===== src/rtl/shift_add_multiplier8bit_pkg.sv =====
// Shared definitions for the sequential shift-add multiplier: FSM encodings
// and iteration count.
package shift_add_multiplier8bit_pkg;

   typedef enum logic [1:0] {
      ST_IDLE = 2'd0,
      ST_RUN  = 2'd1,
      ST_DONE = 2'd2
   } state_t;

   localparam int MUL_ITER = 8;
   localparam int CNT_W    = 3;

endpackage


===== src/rtl/carry_skip_adder8bit.sv =====
// 8-bit carry-skip adder: two 4-bit ripple blocks, each bypassed when all of
// its propagate bits are set.
module carry_skip_adder8bit (
   input  logic [7:0] A,
   input  logic [7:0] B,
   input  logic       Cin,
   output logic [7:0] Sum,
   output logic       Cout
);

   logic [7:0] w_p;
   logic [7:0] w_g;
   logic       w_c4;
   logic       w_rip0;
   logic       w_rip1;

   assign w_p = A ^ B;
   assign w_g = A & B;

   always_comb begin
      Sum    = '0;
      w_rip0 = Cin;
      for (int i = 0; i < 4; i++) begin
         Sum[i] = w_p[i] ^ w_rip0;
         w_rip0 = w_g[i] | (w_p[i] & w_rip0);
      end
      w_c4   = (&w_p[3:0]) ? Cin : w_rip0;
      w_rip1 = w_c4;
      for (int i = 4; i < 8; i++) begin
         Sum[i] = w_p[i] ^ w_rip1;
         w_rip1 = w_g[i] | (w_p[i] & w_rip1);
      end
      Cout = (&w_p[7:4]) ? w_c4 : w_rip1;
   end

endmodule


===== src/rtl/shift_add_multiplier8bit.sv =====
// Sequential 8x8 unsigned multiplier: one shift-add step per clock through
// carry_skip_adder8bit, result presented with a one-cycle done pulse.
module shift_add_multiplier8bit
   import shift_add_multiplier8bit_pkg::*;
#(
   parameter int WIDTH = 8
) (
   input  logic                 clk,
   input  logic                 rst,
   input  logic                 start,
   input  logic [WIDTH-1:0]     A,
   input  logic [WIDTH-1:0]     B,
   output logic                 busy,
   output logic                 done,
   output logic [2*WIDTH-1:0]   product,
   output state_t               dbg_state
);

   // Handshake: start is a request strobe taken only in IDLE (busy=0); any
   // start while busy=1 is dropped. done is a one-cycle pulse with product
   // valid from that cycle until the next completion.
   localparam logic [CNT_W-1:0] LAST_CNT = CNT_W'(MUL_ITER - 1);

   state_t                r_state;
   logic [WIDTH-1:0]      r_m;
   logic [2*WIDTH-1:0]    r_p;
   logic [CNT_W-1:0]      r_cnt;
   logic                  r_busy;
   logic                  r_done;
   logic [2*WIDTH-1:0]    r_product;

   logic [WIDTH-1:0]      w_sum;
   logic                  w_cout;
   logic [2*WIDTH-1:0]    w_p_next;

   carry_skip_adder8bit u_adder (
      .A    (r_p[2*WIDTH-1:WIDTH]),
      .B    (r_m),
      .Cin  (1'b0),
      .Sum  (w_sum),
      .Cout (w_cout)
   );

   // Adder carry lands in P[15], so the add path never loses a bit.
   assign w_p_next = r_p[0] ? {w_cout, w_sum, r_p[WIDTH-1:1]}
                            : {1'b0, r_p[2*WIDTH-1:WIDTH], r_p[WIDTH-1:1]};

   always_ff @(posedge clk) begin
      if (rst) begin
         r_state   <= ST_IDLE;
         r_m       <= '0;
         r_p       <= '0;
         r_cnt     <= '0;
         r_busy    <= 1'b0;
         r_done    <= 1'b0;
         r_product <= '0;
      end else begin
         r_done <= 1'b0;
         case (r_state)
            ST_IDLE: begin
               if (start) begin
                  r_m     <= A;
                  r_p     <= {{WIDTH{1'b0}}, B};
                  r_cnt   <= '0;
                  r_busy  <= 1'b1;
                  r_state <= ST_RUN;
               end
            end
            ST_RUN: begin
               r_p   <= w_p_next;
               r_cnt <= r_cnt + 1'b1;
               if (r_cnt == LAST_CNT) begin
                  r_state   <= ST_DONE;
                  r_product <= w_p_next;
                  r_done    <= 1'b1;
               end
            end
            ST_DONE: begin
               r_state <= ST_IDLE;
               r_busy  <= 1'b0;
            end
            default: begin
               r_state <= ST_IDLE;
               r_busy  <= 1'b0;
            end
         endcase
      end
   end

   assign busy      = r_busy;
   assign done      = r_done;
   assign product   = r_product;
   assign dbg_state = r_state;

endmodule


===== config.mk =====
export PLATFORM = sky130hd
export DESIGN_NAME = shift_add_multiplier8bit
export DESIGN_NICKNAME = d
export VERILOG_FILES = /design/src/rtl/shift_add_multiplier8bit_pkg.sv /design/src/rtl/carry_skip_adder8bit.sv /design/src/rtl/shift_add_multiplier8bit.sv
export SDC_FILE = /design/constraint.sdc
export NUM_CORES = 1
export LEC_CHECK = 0
export ABC_AREA = 1
export CAP_MARGIN = 10
export CORE_AREA = 3 3 62 76
export DETAILED_ROUTE_END_ITERATION = 8
export DIE_AREA = 0 0 65 79
export PLACE_DENSITY = 0.94
export SYNTH_ARGS = -nofsm -noshare
export SYNTH_HDL_FRONTEND = slang
export SYNTH_SLANG_ARGS = --single-unit

===== constraint.sdc =====
create_clock -name clk -period 8.05 [get_ports clk]
set_input_delay 1.2075 -clock clk [delete_from_list [all_inputs] [get_ports clk]]
set_output_delay 1.2075 -clock clk [all_outputs]
set_load 0.1 [all_outputs]

Yosys cells after proc, flatten, opt, wreduce, memory -nomap -nowiden
Index checks and enable logic that the tools add are counted.
Cells by class
  add/subtract/negate cells: 1
  muxes and demuxes: 13
  reduce and logical (&&, ||, !) cells: 10
  eq/ne operators: 4
  bitwise logic cells: 24
Operators with widths (count)
  2-to-1 mux 16 bit: 2
  case mux 16 bit (2 select lines): 1
  AND reduction 2 bit: 5
  AND 8 bit: 1
  AND reduction 4 bit: 2
  bitwise XOR 8 bit: 1
  AND 1 bit: 7
  bitwise OR 1 bit: 7
  bitwise XOR 1 bit: 7
  case mux 3 bit (2 select lines): 1
  2-to-1 mux 1 bit: 4
  2-to-1 mux 2 bit: 2
  inequality test 2 bit (second input constant): 2
  case mux 2 bit (2 select lines): 1
  adder 3 x 1 -> 3 bit (second input constant): 1
  == test 3 bit (second input constant): 1
  2-to-1 mux 3 bit: 1
  == test 2 x 1 -> 1 bit (second input constant): 1
  zero test 2 bit: 1
  case mux 1 bit (2 select lines): 1
  nonzero test 2 bit: 1
  OR reduction 2 bit: 1
  NOT 1 bit: 1
Word-level totals
  input bits: 19
  register bits after elaboration: 47
  logic and storage cells: 59
  output and inout port bits: 20

Logic depth before layout (Yosys ltp)
  depth in word-level cells: 19
  mapped depth: 15
  mapped depth without buffers: 15

Hierarchy
Synthesis repeated with hierarchy kept, for this count alone.
Second synthesis, totals
  cells, all modules: 294
  area total of the unflattened synthesis: 2264.7 um^2
By module, submodules not included
  shift_add_multiplier8bit: area an instance 1915.6 um^2, cells an instance 257, sequential area each 940.9 um^2, instances 1
  carry_skip_adder8bit: area an instance 349.1 um^2, cells an instance 37, sequential area each 0.0 um^2, instances 1

Worst setup path before layout
No wires, ideal clock.
  kind: reg-to-reg
  start point: register r_p[8]
  end point: register r_p[14]
  buffers on the path: 0
  arrival time: 3.609 ns
  path slack: 4.305 ns
  setup time: 0.136 ns
  data required time: 7.914 ns
  stages on the path, launching flop included: 16
  cell sequence: dfxtp_1 -> ha_1 -> inv_1 -> fa_1 -> fa_1 -> fa_1 -> o21bai_1 -> fa_1 -> fa_1 -> fa_1 -> inv_1 -> fa_1 -> nand2_1 -> nand2_1 -> nand2_1 -> a21oi_2
Between the ends
  longest elaborated chain between the ends: 17
  elaborated cells between the ends (all ways): 19
  those cells by class: 3 x mux; 15 x bitwise; 1 x reduce/logical
RTL lines
  start, declared: line shift_add_multiplier8bit.sv:26  | logic [2*WIDTH-1:0] r_p;
  start signal, assigned: line shift_add_multiplier8bit.sv:63  | r_p <= {{WIDTH{1'b0}}, B};
  start signal, assigned: line shift_add_multiplier8bit.sv:70  | r_p <= w_p_next;
  AND 8 bit: line carry_skip_adder8bit.sv:18  | assign w_g = A & B;
  AND 1 bit: line carry_skip_adder8bit.sv:25  | w_rip0 = w_g[i] | (w_p[i] & w_rip0);
  bitwise OR 1 bit: line carry_skip_adder8bit.sv:25
  AND 1 bit: line carry_skip_adder8bit.sv:25
  bitwise OR 1 bit: line carry_skip_adder8bit.sv:25
  AND 1 bit: line carry_skip_adder8bit.sv:25
  bitwise OR 1 bit: line carry_skip_adder8bit.sv:25
  2-to-1 mux 1 bit *: line carry_skip_adder8bit.sv:27  | w_c4 = (&w_p[3:0]) ? Cin : w_rip0;
  AND 1 bit *: line carry_skip_adder8bit.sv:31  | w_rip1 = w_g[i] | (w_p[i] & w_rip1);
  bitwise OR 1 bit *: line carry_skip_adder8bit.sv:31
  AND 1 bit *: line carry_skip_adder8bit.sv:31
  bitwise OR 1 bit *: line carry_skip_adder8bit.sv:31
  AND 1 bit *: line carry_skip_adder8bit.sv:31
  bitwise OR 1 bit *: line carry_skip_adder8bit.sv:31
  bitwise XOR 1 bit *: line carry_skip_adder8bit.sv:30  | Sum[i] = w_p[i] ^ w_rip1;
  2-to-1 mux 16 bit *: line shift_add_multiplier8bit.sv:45  | assign w_p_next = r_p[0] ? {w_cout, w_sum, r_p[WIDTH-1:1]}
  case mux 16 bit (2 select lines) *: line shift_add_multiplier8bit.sv:59  | case (r_state)
Mark *: on every way between the ends. The rest lies on a longest branch, timed or not.
A chain may end at the register's enable or synchronous reset.

Worst setup path after layout
Same ends and word-level chain as after synthesis.

==> qor.csv <==
stage,metric,value,unit
clock_network,cts_tree,done,
timing,clock_skew,0.00631,ns
route,vias,1869,
finish,most-common-layout-cells,"nand2_1, dfxtp_1, clkdlybuf4s50_1",
route,routedWlPerCell,14.0,µm
placement,dpl_worst_slack,4.10,ns
setup_path,cpPeakStageDelay,0.42,ns
power,p_clk_share,35.4,%
clock_network,cts-root-buf,clkbuf_8,
global_routing,grt_max_degree,35,
synth,syn-instance-count,267,
route,drtPass1Iterations,4,
finish,fillers,294,
timing,max_slew_margin,32.5,%
setup_path,required,8.22,ns
finish,instances_no_fill,355,
setup_path,cp_max_fo,3,
die,die_h,79,µm
route,drtAntennaViolNets,0,
power,p_int,0.356,mW
placement,place_hpwl,3350,µm
clock_network,cts_resized,0,
finish,layout-drive-gt1-share,12.3,%
die,io_pins,39,
min_path,holdCritPathClass,flop to flop,
global_routing,grt_pass1_vias,1850,
synth,ys_warn_count,0,
power,power_leakage,1.06,nW
setup_path,cpMostUsedCell,fa_1,
synth,syn-mean-instance-area,8.39,µm²
clock_network,clk_pin_slew,0.09,ns
power,switchingPower,0.130,mW
placement,port_buffers,38,
timing,max_freq,250,MHz
power,p_per_area,180,nW/µm²
synth,yosysSeqAreaShare,42.0,%
global_routing,grt_pass1_wl,8380,µm
synth,synth.distinct_cells,26,
timing,setup-tns-final,0,ns
route,vias_per_cell,5.26,
timing,post-route-min-period,4.00,ns
global_routing,grtUsageTotal,21.3,%
finish,antenna_cells,0,
clock_network,cts_max_level,2,
route,drtIter0Drc,148,
synth,syn_area,2240,µm²
setup_path,worstSetupPathType,flop to flop,
setup_path,end_kind,flop,
die,placeableCoreArea,3970,µm²
setup_path,slowest_stage,fa_1,
setup_path,start_kind,flop,
finish,syn2layout_area_growth,20.3,%
placement,gp_congestion,0.839,
clock_network,cts_buffers,5,
timing,setup_ws,4.05,ns
timing,min_period_over_period,49.6,%
route,drc,0,
finish,final_nets,337,
global_routing,antenna_found_initial,0,
die,die-area,5140,µm²
min_path,hold_depth,2,
power,vdd_ir_drop_max,0.129,mV
timing,final-setup-viol-count,0,
clock_network,cts_hold_buf,0,
clock_network,cts_setup_buffers,0,
timing,rsz0062_at_grt,false,
setup_path,worstRegToRegCells,15,
clock_network,ctsLongestPathBuffers,2,
setup_path,worstPathCellList,ha_1 -> inv_1 -> fa_1 -> fa_1 -> fa_1 -> o21bai_1 -> fa_1 -> fa_1 -> fa_1 -> inv_1 -> fa_1 -> nand2_1 -> nand2_1 -> nand2_1 -> a21oi_2,
power,p_sw_share,26.8,%
global_routing,grt.overflow.total,0,
placement,dp_cells,348,
finish,layout_commonest_cell,nand2_1,
timing,hold_viol_final,0,
die,rows,25,
setup_path,cp.arrival,4.17,ns
synth,synthesis.nets,303,
die,die_w,65,µm
run_status,status,"complete, no violations",
timing,drv_slew,0,
power,power_frac_seq,51.0,%
run,maxCapViolCount,0,
timing,tightestPinTransition,1.01,ns
clock_network,cts_sinks,47,
route,wirelength,4970,µm
power,p_comb_share,13.5,%
clock_network,clk_latency,0.31,ns
die,start_util,56.4,%
synth,ys_ff_latch,47,
[stage by stage]
step	power [mW]	util [%]	hold WS, ns	instance area [µm²]
floorplan	0.303	-	0.428	2240
CTS	0.484	67.8	0.475	2700
detailed placement	0.318	65.3	0.462	2590
global placement	0.316	65.3	0.449	2590
finish	0.486	67.8	0.471	2700
global route	0.503	67.8	0.496	2700
[power by group through the flow]
stage	clock network, mW	registers (mW)	logic, mW
3_3_place_gp	0	0.253	0.0634
5_1_grt	0.180	0.249	0.0739
3_5_place_dp	0	0.253	0.0650
6_report	0.172	0.248	0.0657
4_1_cts	0.171	0.248	0.0656
2_1_floorplan	0	0.258	0.0449
[routing by layer]
layer	vias up	track usage (%)	wire, µm	share of wire [%]
met2	51	34.8	2500	50
met1	887	25.4	2130	43
met4	0	11.6	140	2.8
li1	918	-	-	-
met3	13	5.23	202	4.1
met5	-	0	0	0
[sequential cells by signal (all words and copies together), names as in the netlist]
register   count
busy           1
r_cnt          3
product       16
r_p           16
dbg_state      2
done           1
r_m            8
[worst paths after layout]
kind / startpoint / to / slack, ns
worst max register to register: r_p[8]$_SDFFE_PP0P_ / r_p[14]$_SDFFE_PP0P_ / 4.05
worst min-delay path: product[9]$_SDFFE_PP0P_ / product[9]$_SDFFE_PP0P_ / 0.47
worst min register to register: product[9]$_SDFFE_PP0P_ / product[9]$_SDFFE_PP0P_ / 0.47
worst max-delay path: r_p[8]$_SDFFE_PP0P_ / r_p[14]$_SDFFE_PP0P_ / 4.05
[area by class of cell]
type | count | area, µm² | area share [%]
well taps | 54 | 67.6 | 2.51
clock inverters | 1 | 30.0 | 1.11
repair buffers | 38 | 380 | 14.1
clock buffers | 6 | 72.6 | 2.69
flip-flops and latches | 47 | 941 | 34.9
inverters | 33 | 129 | 4.78
multi-input cells | 176 | 1070 | 39.9
[cell families after synthesis]
family,Yosys count,synth area share [%]
simple gates,93,19.2
fa+ha+maj,17,11.8
flops,47,42.0
compound gates,66,17.0
buf+inv,44,10.1
[cell usage after synthesis]
cell      count  area, µm²
nand2_1      56        210
dfxtp_1      47        941
o21ai_0      32        160
inv_1        27        101
a21oi_1      18       90.1
nand3_1      16       80.1
ha_1         10        125
a21oi_2       9       78.8
nand2_2       9       56.3
fa_1          7        140
nor2_1        7       26.3
inv_2         5       18.8
buf_2         4       20.0
buf_6         4       45.0
o21ai_2       3       26.3
nand2_4       2       22.5
o21ai_1       2       10.0
buf_12        1       20.0
buf_4         1       7.51
clkbuf_1      1       3.75
inv_6         1       8.76
nand3_4       1       17.5
nor2_4        1       11.3
nor3_1        1       5.00
o211ai_1      1       7.51
o21bai_1      1       7.51
[critical path, delay by kind of cell (launching register included)]
family / cells / cell delay [ns]
AO/OA/AOI/OAI: 2 / 0.24
flip-flops: 1 / 0.38
AND/OR/NAND/NOR: 3 / 0.24
buffers and inverters: 2 / 0.13
adder cells (fa/ha/maj): 8 / 2.87
(Power assumes the default switching activity.)
